<file path="src/rtl/dsp_acc_ctrl.sv">
// Sequencing controller for the dsp_acc serial accumulator.
// Drives end_of_acc every acc_len samples and tags real dout_vld pulses.
module dsp_acc_ctrl #(
  parameter int LEN_WIDTH = 16,
  parameter int CNT_WIDTH = 32
) (
  input  logic                 clk,
  input  logic                 rst,
  input  logic                 ce,
  input  logic                 arm,
  input  logic                 sync_in,
  input  logic [LEN_WIDTH-1:0] acc_len,
  output logic                 end_of_acc,
  output logic                 acc_vld,
  output logic [CNT_WIDTH-1:0] acc_cnt,
  output logic                 armed,
  output logic                 running,
  output logic                 sync_err
);

  typedef enum logic [1:0] {
    IDLE,
    ARMED,
    RUN
  } state_t;

  state_t state_q, state_d;

  logic [LEN_WIDTH-1:0] len_q;
  logic [LEN_WIDTH-1:0] samp_cnt;
  logic [LEN_WIDTH-1:0] len_eff;
  logic [1:0]           dly;
  logic                 start;
  logic                 tick;
  logic                 wrap;
  logic                 on_bound;

  assign len_eff  = (acc_len == '0) ? LEN_WIDTH'(1) : acc_len;
  assign start    = (state_q == ARMED) & ce & sync_in & ~arm;
  assign tick     = (state_q == RUN) & ce & ~arm;
  assign wrap     = (samp_cnt == '0);
  assign on_bound = (samp_cnt == len_q - LEN_WIDTH'(1));

  always_ff @(posedge clk or posedge rst) begin
    if (rst) state_q <= IDLE;
    else     state_q <= state_d;
  end

  always_comb begin
    state_d = state_q;
    unique case (state_q)
      IDLE:    if (arm) state_d = ARMED;
      ARMED:   if (start) state_d = RUN;
      RUN:     if (arm) state_d = ARMED;
      default: state_d = IDLE;
    endcase
  end

  // Length is latched on the start sync so acc_len edits wait for re-arm.
  always_ff @(posedge clk or posedge rst) begin
    if (rst) begin
      len_q    <= LEN_WIDTH'(1);
      samp_cnt <= '0;
    end else if (start) begin
      len_q    <= len_eff;
      samp_cnt <= len_eff - LEN_WIDTH'(1);
    end else if (tick) begin
      samp_cnt <= wrap ? len_q - LEN_WIDTH'(1)
                       : samp_cnt - LEN_WIDTH'(1);
    end
  end

  // Two-stage real tag matches dsp_acc end_of_acc to dout_vld latency.
  always_ff @(posedge clk or posedge rst) begin
    if (rst) begin
      dly      <= '0;
      acc_cnt  <= '0;
      sync_err <= 1'b0;
    end else if (arm) begin
      dly      <= '0;
      acc_cnt  <= '0;
      sync_err <= 1'b0;
    end else if (ce) begin
      dly <= {dly[0], tick & wrap};
      if (dly[0]) acc_cnt <= acc_cnt + CNT_WIDTH'(1);
      if ((state_q == RUN) & sync_in & ~on_bound) sync_err <= 1'b1;
    end
  end

  assign end_of_acc = (state_q != RUN) | wrap;
  assign acc_vld    = dly[1];
  assign armed      = (state_q == ARMED);
  assign running    = (state_q == RUN);

endmodule

</file>
<file path="config.mk">
export PLATFORM = sky130hd
export DESIGN_NAME = dsp_acc_ctrl
export DESIGN_NICKNAME = d
export VERILOG_FILES = /design/src/rtl/dsp_acc_ctrl.sv
export SDC_FILE = /design/constraint.sdc
export NUM_CORES = 1
export LEC_CHECK = 0
export ABC_AREA = 1
export CAP_MARGIN = 15
export CORE_MARGIN = 3
export CORE_UTILIZATION = 40
export CTS_CLUSTER_DIAMETER = 80
export DETAILED_ROUTE_END_ITERATION = 10
export PLACE_DENSITY_LB_ADDON = 0.12
export SYNTH_ARGS = -nofsm -noshare
export SYNTH_HDL_FRONTEND = slang
export SYNTH_SLANG_ARGS = --single-unit
export TNS_END_PERCENT = 1
</file>
<file path="constraint.sdc">
create_clock -name clk -period 2 [get_ports clk]
set_input_delay 0.4 -clock clk [delete_from_list [all_inputs] [get_ports clk]]
set_output_delay 0.4 -clock clk [all_outputs]
set_load 0.005 [all_outputs]
</file>
==> results of run 1 <==
-- kinds of logic after synthesis --
| logic type | count (synthesis) | share of synthesized area (%) |
|---|---|---|
| AND/OR/NAND/NOR | 399 | 37.19 |
| adder cells (fa/ha/maj) | 5 | 1.282 |
| buffers and inverters | 106 | 8.592 |
| XOR/XNOR | 15 | 2.693 |
| flip-flops | 69 | 35.42 |
| AO/OA/AOI/OAI | 128 | 14.82 |
-- flip-flops by register name (all words and copies together) (netlist names) --
register	count
samp_cnt	16
len_q	16
acc_cnt	32
dly	2
sync_err	1
state_q	2
-- area by class of cell --
type,instances,area [um2]
fillers,1057,4562
multi-input cells,547,2915
flip-flops and latches,69,1728
repair buffers,190,1637
inverters,91,347.8
clock buffers,14,264.0
well taps,143,178.9
clock inverters,1,30.03
-- report_power, final --
group / switching, mW / internal (mW)
combinational: 1.92 / 1.40
sequential: 0.309 / 1.73
clock: 0.575 / 1.03
-- stage by stage --
stage / instance area [um2] / instances / setup TNS, ns
6_report: 7101 / 1055 / -0.05659
2_1_floorplan: 4882 / 722 / 0
3_3_place_gp: 6436 / 1017 / -6.667
5_1_grt: 7101 / 1055 / -0.8765
4_1_cts: 6885 / 1048 / -0.9900
3_5_place_dp: 6436 / 1017 / -7.728
-- worst min-delay path, cell delays in order --
cell	delay, ns
dlymetal6s2s_1	0.09
buf_4	0.12
nand2_1	0.05
o21ai_0	0.06
-- Yosys cell counts (all sizes together) --
master | number | area, um2
xnor2 | 3 | 26.28
a31oi | 14 | 87.58
a31o | 1 | 8.760
and3 | 1 | 6.260
o21bai | 1 | 7.510
or2 | 1 | 6.260
nor2 | 112 | 468.0
a21oi | 31 | 155.2
o21ai | 57 | 285.3
a22oi | 4 | 30.03
o311ai | 1 | 8.760
o211ai | 5 | 37.54
dfrtp | 68 | 1702
xor2 | 12 | 105.1
nor4 | 6 | 37.54
nand3b | 3 | 22.52
a21boi | 1 | 7.510
a211o | 1 | 8.760
nand2 | 176 | 678.2
o22ai | 5 | 31.28
buf | 10 | 58.81
inv | 91 | 341.6
dfstp | 1 | 26.28
nand3 | 62 | 330.3
ha | 5 | 62.56
a21o | 1 | 7.510
o31ai | 1 | 7.510
o221ai | 1 | 8.760
nor3 | 22 | 152.7
o21a | 3 | 22.52
nand4 | 16 | 112.6
a41oi | 1 | 8.760
clkbuf | 5 | 18.77
-- repair_timing --
item,CTS,global route
setup endpoints to repair,10,24
gates resized for setup,20,48
buffers inserted,16,7
pin swaps,14,30
-- layer usage --
| metal | wire, um | global-route usage (%) | vias to the layer above |
|---|---|---|---|
| met5 | 0 | 0 | - |
| met3 | 708 | 3.109 | 28 |
| met2 | 8042 | 42.45 | 160 |
| li1 | - | - | 2770 |
| met4 | 337 | 8.198 | 0 |
| met1 | 6743 | 28.85 | 2597 |
-- worst max path at each step --
stage | from | to | slack (ns) | depth (start not counted)
6_report | acc_len[9] | samp_cnt[12]$_DFFE_PP0P_ | -0.03 | 14
5_1_grt | len_q[1]$_DFFE_PP0P_ | sync_err$_DFFE_PP0P_ | -0.12 | 13
4_1_cts | acc_len[8] | samp_cnt[12]$_DFFE_PP0P_ | -0.22 | 14
3_5_place_dp | acc_len[1] | samp_cnt[12]$_DFFE_PP0P_ | -0.69 | 14
3_3_place_gp | acc_len[1] | samp_cnt[12]$_DFFE_PP0P_ | -0.60 | 14
2_1_floorplan | acc_len[12] | samp_cnt[14]$_DFFE_PP0P_ | 0.04 | 12
==> results.sh, run 1 <==
export IMPL_timing_final_crit_share_pct=101.7
export IMPL_grt_pass1_wl_um=25320
export IMPL_cp_max_fo=2
export IMPL_final_common_cell="nand2_1"
export IMPL_drtIter0Drc=448
export IMPL_clock_sinks=69
export IMPL_cts_tree="yes"
export IMPL_hold_depth=4
export IMPL_final_antenna_net_count=0
export IMPL_port_buffers=57
export IMPL_io_pins=58
export IMPL_cp_slowest_cell="nor4_2"
export IMPL_power_leakage_nw=3.357
export IMPL_drive_gt1_share_pct=24.56
export IMPL_crit_path_frequent_cell="buf_4"
export IMPL_chipHeight_um=116.4
export IMPL_avgSynthCellArea_um2=6.757
export IMPL_maxCapViolCount=0
export IMPL_path_cells="clkdlybuf4s15_1 -> nor2_2 -> nand2_2 -> buf_4 -> buf_4 -> buf_4 -> buf_4 -> buf_4 -> buf_4 -> buf_4 -> buf_4 -> nor4_2 -> nor3_1 -> a22oi_1"
export IMPL_r2r_end="samp_cnt[14]$_DFFE_PP0P_"
export IMPL_post_route_util_pct=60.88
export IMPL_grt_max_degree=27
export IMPL_synth_cells=722
export IMPL_yosysWarningCount=0
export IMPL_timing_fmax_ghz=0.4915
export IMPL_hold_buffers=0
export IMPL_clk_latency_ns=0.33
export IMPL_syn_num_nets=748
export IMPL_synth_seq_cells=69
export IMPL_hold_viol_final=0
export IMPL_worstPathRequired_ns=2.24
export IMPL_rows=39
export IMPL_relSlewSlack_pct=66.78
export IMPL_hp_start="acc_len[13]"
export IMPL_grt_antenna_before_repair=0
export IMPL_violations="negative setup slack"
export IMPL_viasPerCell=5.265
export IMPL_start_kind="input port"
export IMPL_ir_drop_v=0.0004540
export IMPL_setup_violations=2
export IMPL_worst_slew_pin_slew_ns=0.4972
export IMPL_hold_end="len_q[13]$_DFFE_PP0P_"
export IMPL_syn_to_final_growth_pct=45.55
export IMPL_grt_total_usage_pct=23.58
export IMPL_min_path_type="in2reg"
export IMPL_grt_setup_unrepaired="true"
export IMPL_finalWorstSetupSlack_ns=-0.03476
export IMPL_htree_levels=3
export IMPL_floorplan_initialDensity_pct=41.83
export IMPL_rrSetupSlack_ns=0.04
export IMPL_dr_pass1_iters=7
export IMPL_cpPeakStageDelay_ns=0.25
export IMPL_slew_violations=0
export IMPL_mostFrequentLayoutCells="nand2_1, buf_4, nor2_1"
export IMPL_cts_buffers=9
export IMPL_worst_hold_slack_ns=0.4338
export IMPL_clockBufferDepth=2
export IMPL_chipWidth_um=116.4
export IMPL_path_class="in2reg"
export IMPL_syn_cell_area_um2=4878
export IMPL_p_total_mw=6.956
export IMPL_crit_buf_inv=9
export IMPL_antenna_cells=0
export IMPL_gp_congestion=0.9368
export IMPL_wl_per_cell_um=15.01
export IMPL_synth_cell_types=44
export IMPL_dpl_worst_slack_ns=-0.6854
export IMPL_rr_startpoint="samp_cnt[0]$_DFFE_PP0P_"
export IMPL_clockRootBuffer="clkbuf_16"
export IMPL_wl_um=15830
export IMPL_rr_worst_depth=12
export IMPL_cp_end_kind="register"
export IMPL_status="complete, but fails checks"
export IMPL_fin_crit_ns=2.035
export IMPL_vias=5555
export IMPL_grt_ovfl_total=0
export IMPL_ys_seq_area_share_pct=35.42
export IMPL_clock_skew_final_ns=0.004769
export IMPL_cp_top_family="buffers and inverters"
export IMPL_fin_nets=934
export IMPL_path_clk_slew_ns=0.05
export IMPL_die_area_um2=13560
export IMPL_grt_pass1_vias=5262
export IMPL_core_area_um2=11660
export IMPL_drc_errors=0
export IMPL_power_density_nw_per_um2=979.6
export IMPL_critPathArrivalTime_ns=2.28
export IMPL_hpwl_um=12120
No activity file was read; power rests on OpenSTA's default activity.
==> run 2, diff against run 1 <==
==> constraint.sdc (replaced) <==
create_clock -name clk -period 2 [get_ports clk]
set_input_delay 0.4 -clock clk [delete_from_list [all_inputs] [get_ports clk]]
set_output_delay 0.4 -clock clk [all_outputs]
set_load 0.01 [all_outputs]
==> results.sh, run 2 (synthesis results as in run 1) <==
export IMPL_path_clk_slew_ns=0.05
export IMPL_core_area_um2=11660
export IMPL_grt_max_degree=27
export IMPL_clock_skew_final_ns=0.004504
export IMPL_wl_um=15100
export IMPL_post_route_util_pct=59.98
export IMPL_seqPwrFrac_pct=30.0
export IMPL_chipHeight_um=116.4
export IMPL_gp_congestion=0.9303
export IMPL_power_density_nw_per_um2=972.8
export IMPL_drive_gt1_share_pct=23.35
export IMPL_slew_violations=0
export IMPL_drc_errors=0
export IMPL_relSlewSlack_pct=67.31
export IMPL_ir_drop_v=0.0005615
export IMPL_timing_final_crit_share_pct=98.94
export IMPL_p_switching_mw=2.792
export IMPL_fin_nets=930
export IMPL_cp_max_fo=2
export IMPL_min_path_type="in2reg"
export IMPL_combPwrFrac_pct=48.8
export IMPL_viasPerCell=5.220
export IMPL_reg_top3="acc_cnt x32, len_q x16, samp_cnt x16"
export IMPL_final_cells=1051
export IMPL_rows=39
export IMPL_cp_end_kind="register"
export IMPL_dr_pass1_iters=5
export IMPL_critPathArrivalTime_ns=2.20
export IMPL_io_pins=58
export IMPL_port_buffers=57
export IMPL_switching_share_pct=41.02
export IMPL_mostFrequentLayoutCells="nand2_1, buf_4, nor2_1"
export IMPL_clkPwrFrac_pct=21.2
export IMPL_syn_to_final_growth_pct=43.40
export IMPL_postPlaceCellArea_um2=6444
export IMPL_design_area_um2=6995
export IMPL_worst_hold_slack_ns=0.4340
export IMPL_hold_viol_final=0
export IMPL_grt_setup_unrepaired="true"
export IMPL_antenna_cells=0
export IMPL_htree_levels=3
export IMPL_power_leakage_nw=3.284
export IMPL_drtIter0Drc=375
export IMPL_cts_buffers=9
export IMPL_hpwl_um=11870
export IMPL_grt_pass1_wl_um=24710
export IMPL_cts_tree="yes"
export IMPL_path_class="reg2reg"
export IMPL_wl_per_cell_um=14.36
export IMPL_timing_fmax_ghz=0.5054
export IMPL_top_register="acc_cnt"
export IMPL_fin_crit_ns=1.979
export IMPL_vias=5486
export IMPL_die_area_um2=13560
export IMPL_clockBufferDepth=2
export IMPL_worst_slew_pin_slew_ns=0.4894
export IMPL_status="complete, no violations"
export IMPL_grt_total_usage_pct=23.17
export IMPL_dp_cells=1018
export IMPL_clock_sinks=69
export IMPL_p_int_mw=4.014
export IMPL_maxCapViolCount=0
export IMPL_grt_ovfl_total=0
export IMPL_worstPathRequired_ns=2.22
export IMPL_clk_latency_ns=0.33
export IMPL_final_antenna_net_count=0
export IMPL_grt_antenna_before_repair=0
export IMPL_start_kind="register"
export IMPL_fillers=1068
export IMPL_grt_pass1_vias=5270
export IMPL_setup_violations=0
export IMPL_final_common_cell="nand2_1"
export IMPL_floorplan_initialDensity_pct=41.83
export IMPL_clockRootBuffer="clkbuf_16"
export IMPL_chipWidth_um=116.4
export IMPL_largest_reg_flops=32
## run 2: cell count changes in the layout (fill, tap and decap cells not counted), sizes merged, moves of 2 or more
| cell | delta |
|---|---|
| dlygate4sd2 | +8 |
| dlymetal6s2s | -6 |
| buf | -4 |
| clkdlybuf4s50 | -2 |
| clkinv | +2 |
## run 2: worst max-delay path, stage by stage (launching register included)
cell and delay, ns:
dfstp_2 0.53, inv_2 0.05, ha_4 0.27, xor2_1 0.15, nand2_1 0.06, nor2_1 0.12, nand2_1 0.07, nor2_1 0.11
nand4_1 0.15, nor2_2 0.15, nand3_2 0.09, nand2_1 0.06, a21oi_1 0.05
## run 2: path summary, 6_finish.rpt
check | from | endpoint | slack, ns | cells after the start
max in group asynchronous | rst | len_q[0]$_DFFE_PP1P_ | 1.01 | 3
setup / recovery | len_q[0]$_DFFE_PP1P_ | sync_err$_DFFE_PP0P_ | 0.02 | 12
hold / removal | acc_len[2] | len_q[2]$_DFFE_PP0P_ | 0.43 | 4
hold reg to reg | state_q[0]$_DFFE_PP0P_ | state_q[0]$_DFFE_PP0P_ | 0.48 | 1
min in group asynchronous | rst | acc_cnt[0]$_DFFE_PP0P_ | 0.44 | 2
setup reg to reg | len_q[0]$_DFFE_PP1P_ | sync_err$_DFFE_PP0P_ | 0.02 | 12
## run 2: per-stage QoR
stage | power [mW] | TNS (ns) | setup slack, ns
floorplan | 3.860 | 0 | 0.04156
global placement | 5.108 | -6.526 | -0.5998
detailed placement | 5.135 | -7.875 | -0.7470
CTS | 6.709 | 0 | 0.005202
global route | 7.336 | -0.3814 | -0.1166
finish | 6.806 | 0 | 0.02124
## run 2: power groups by stage
stage	sequential (mW)	clock [mW]	combinational [mW]
after detailed placement	2.04	0	3.10
after global routing	2.08	1.55	3.71
after global placement	2.04	0	3.07
final	2.04	1.44	3.32
after CTS	2.02	1.48	3.21
after floorplan	2.02	0	1.84
## run 2: cell type report
cell class	instances	area, um2	share of cell area (%)
inverter	91	345.3	4.937
timing repair buffer	186	1587	22.68
clock inverter	2	10.01	0.1431
tap	143	178.9	2.558
multi-input combinational	547	2897	41.41
clock buffer	13	250.2	3.577
sequential	69	1728	24.70
## run 2: what timing repair did
action | in CTS | in global routing
hold buffers | 0 | 0
setup buffers | 16 | 3
pin swaps | 27 | 20
gates resized for setup | 37 | 25
setup endpoints to repair | 10 | 17
## run 2: metal layers
metal	vias to the layer above	routed length, um	global-route usage (%)
met1	2540	6471	27.90
met5	-	0	0
met3	31	659	4.197
met4	0	452	10.36
met2	154	7514	40.27
li1	2761	-	-
==> run 3, diff against run 2 <==
--- a/config.mk
+++ b/config.mk
@@ -11,6 +11,7 @@
 export CORE_UTILIZATION = 40
 export CTS_CLUSTER_DIAMETER = 80
 export DETAILED_ROUTE_END_ITERATION = 10
+export DONT_BUFFER_PORTS = 1
 export PLACE_DENSITY_LB_ADDON = 0.12
 export SYNTH_ARGS = -nofsm -noshare
 export SYNTH_HDL_FRONTEND = slang
==> results.sh, run 3 (synthesis results as in run 1) <==
export IMPL_clockRootBuffer="clkbuf_16"
export IMPL_cpPeakStageDelay_ns=0.40
export IMPL_htree_levels=3
export IMPL_timing_final_crit_share_pct=96.17
export IMPL_finalWorstSetupSlack_ns=0.07650
export IMPL_mostFrequentLayoutCells="nand2_1, nor2_1, inv_1"
export IMPL_power_leakage_nw=2.735
export IMPL_worstPathRequired_ns=2.20
export IMPL_path_cells="inv_2 -> buf_4 -> ha_2 -> nand2_2 -> nor2_2 -> nand2_1 -> nor2_2 -> nand2_1 -> o21ai_1 -> o21ai_0 -> o21ai_1 -> a22oi_1"
export IMPL_worst_slew_pin_slew_ns=0.6084
export IMPL_switching_share_pct=41.42
export IMPL_hold_viol_final=0
export IMPL_hpwl_um=11500
export IMPL_slew_violations=0
export IMPL_path_clk_slew_ns=0.05
export IMPL_viasPerCell=5.422
export IMPL_clock_skew_final_ns=0.008978
export IMPL_grt_max_degree=47
export IMPL_start_kind="register"
export IMPL_post_route_util_pct=51.01
export IMPL_seqPwrFrac_pct=30.9
export IMPL_cts_tree="yes"
export IMPL_critPathArrivalTime_ns=2.12
export IMPL_cp_top_family="simple AND/OR/NAND/NOR gates"
export IMPL_clk_latency_ns=0.33
export IMPL_wl_per_cell_um=15.99
export IMPL_grt_setup_unrepaired="true"
export IMPL_fin_nets=807
export IMPL_top_register="acc_cnt"
export IMPL_combPwrFrac_pct=44.8
export IMPL_chipWidth_um=116.4
export IMPL_crit_buf_inv=2
export IMPL_final_common_cell="nand2_1"
export IMPL_antenna_cells=0
export IMPL_maxCapViolCount=0
export IMPL_grt_pass1_vias=5119
export IMPL_p_switching_mw=2.771
export IMPL_fillers=1172
export IMPL_rrSetupSlack_ns=0.08
export IMPL_floorplan_initialDensity_pct=41.83
export IMPL_core_area_um2=11660
export IMPL_worst_hold_slack_ns=0.006315
export IMPL_grt_pass1_wl_um=24400
export IMPL_cp_slowest_cell="dfrtp_1"
export IMPL_largest_reg_flops=32
export IMPL_p_int_mw=3.919
export IMPL_path_class="reg2reg"
export IMPL_vias=5032
export IMPL_reg_top3="acc_cnt x32, len_q x16, samp_cnt x16"
export IMPL_ir_drop_v=0.0004486
export IMPL_cp_end_kind="register"
export IMPL_cts_buffers=9
export IMPL_drive_gt1_share_pct=19.11
export IMPL_chipHeight_um=116.4
export IMPL_fin_crit_ns=1.923
export IMPL_die_area_um2=13560
export IMPL_clkPwrFrac_pct=24.2
export IMPL_drc_errors=0
export IMPL_syn_to_final_growth_pct=21.95
export IMPL_clock_sinks=69
export IMPL_cp_max_fo=5
export IMPL_wl_um=14840
export IMPL_io_pins=58
export IMPL_final_antenna_net_count=0
export IMPL_dr_pass1_iters=5
export IMPL_relSlewSlack_pct=59.35
export IMPL_rows=39
export IMPL_gp_congestion=0.9587
export IMPL_drtIter0Drc=313
export IMPL_min_path_type="in2async"
export IMPL_fin_setup_tns_ns=0
export IMPL_clockBufferDepth=2
export IMPL_timing_fmax_ghz=0.5199
export IMPL_dpl_worst_slack_ns=-0.1918
export IMPL_grt_ovfl_total=0
export IMPL_setup_violations=0
export IMPL_status="complete, no violations"
export IMPL_dp_cells=907
export IMPL_grt_antenna_before_repair=0
export IMPL_power_density_nw_per_um2=1124
export IMPL_grt_total_usage_pct=23.00
export IMPL_port_buffers=0
export IMPL_final_cells=928
==> run 3: changes by cell type in the layout (fill, tap and decap cells not counted), moves of 3 or more <==
cell	change
buf_4	-65
nand2_2	+3
clkdlybuf4s50_1	-44
clkbuf_1	-3
clkdlybuf4s15_1	-3
dlygate4sd2_1	-8
==> run 3: repair_timing <==
item,in CTS,in global routing
gates resized for setup,4,39
setup buffers,4,2
hold buffers,0,0
endpoints found under the setup margin,2,17
pin swaps,1,14
==> run 3: per-stage QoR <==
stage	cell area [um2]	power (mW)
global route	5949	7.205
finish	5949	6.689
CTS	5794	6.518
global placement	5455	4.815
floorplan	4882	3.860
detailed placement	5455	4.841
==> run 3: final cells by class <==
cell class / count / area [um2] / area share, %
multi-input combinational: 547 / 2883 / 48.45
tap: 143 / 178.9 / 3.007
inverter: 91 / 345.3 / 5.804
clock inverter: 4 / 47.55 / 0.7992
sequential: 69 / 1728 / 29.04
timing repair buffer: 63 / 514.2 / 8.644
clock buffer: 11 / 252.7 / 4.248
==> run 3: layer usage <==
metal / track usage, % / share of wire [%] / vias up
met4: 10.75 / 3.0 / 0
li1: - / - / 2511
met1: 28.10 / 44 / 2359
met3: 4.611 / 4.9 / 32
met2: 38.90 / 49 / 130
met5: 0 / 0 / -
==> run 3: path summary, 6_finish.rpt <==
check	startpoint	end	cells past startpoint
worst max-delay path	samp_cnt[0]$_DFFE_PP0P_	samp_cnt[14]$_DFFE_PP0P_	12
min in group clk	arm	sync_err$_DFFE_PP0P_	1
max in group asynchronous	rst	len_q[6]$_DFFE_PP0P_	2
worst min-delay path	rst	samp_cnt[1]$_DFFE_PP0P_	1
worst max register to register	samp_cnt[0]$_DFFE_PP0P_	samp_cnt[14]$_DFFE_PP0P_	12
worst min register to register	state_q[0]$_DFFE_PP0P_	state_q[0]$_DFFE_PP0P_	1
==> run 3: power by group through the flow <==
stage / clock, mW / sequential [mW] / combinational (mW)
after floorplan: 0 / 2.02 / 1.84
after global placement: 0 / 2.05 / 2.76
after detailed placement: 0 / 2.06 / 2.78
after CTS: 1.64 / 2.04 / 2.84
after global routing: 1.72 / 2.11 / 3.38
final: 1.62 / 2.07 / 3.00
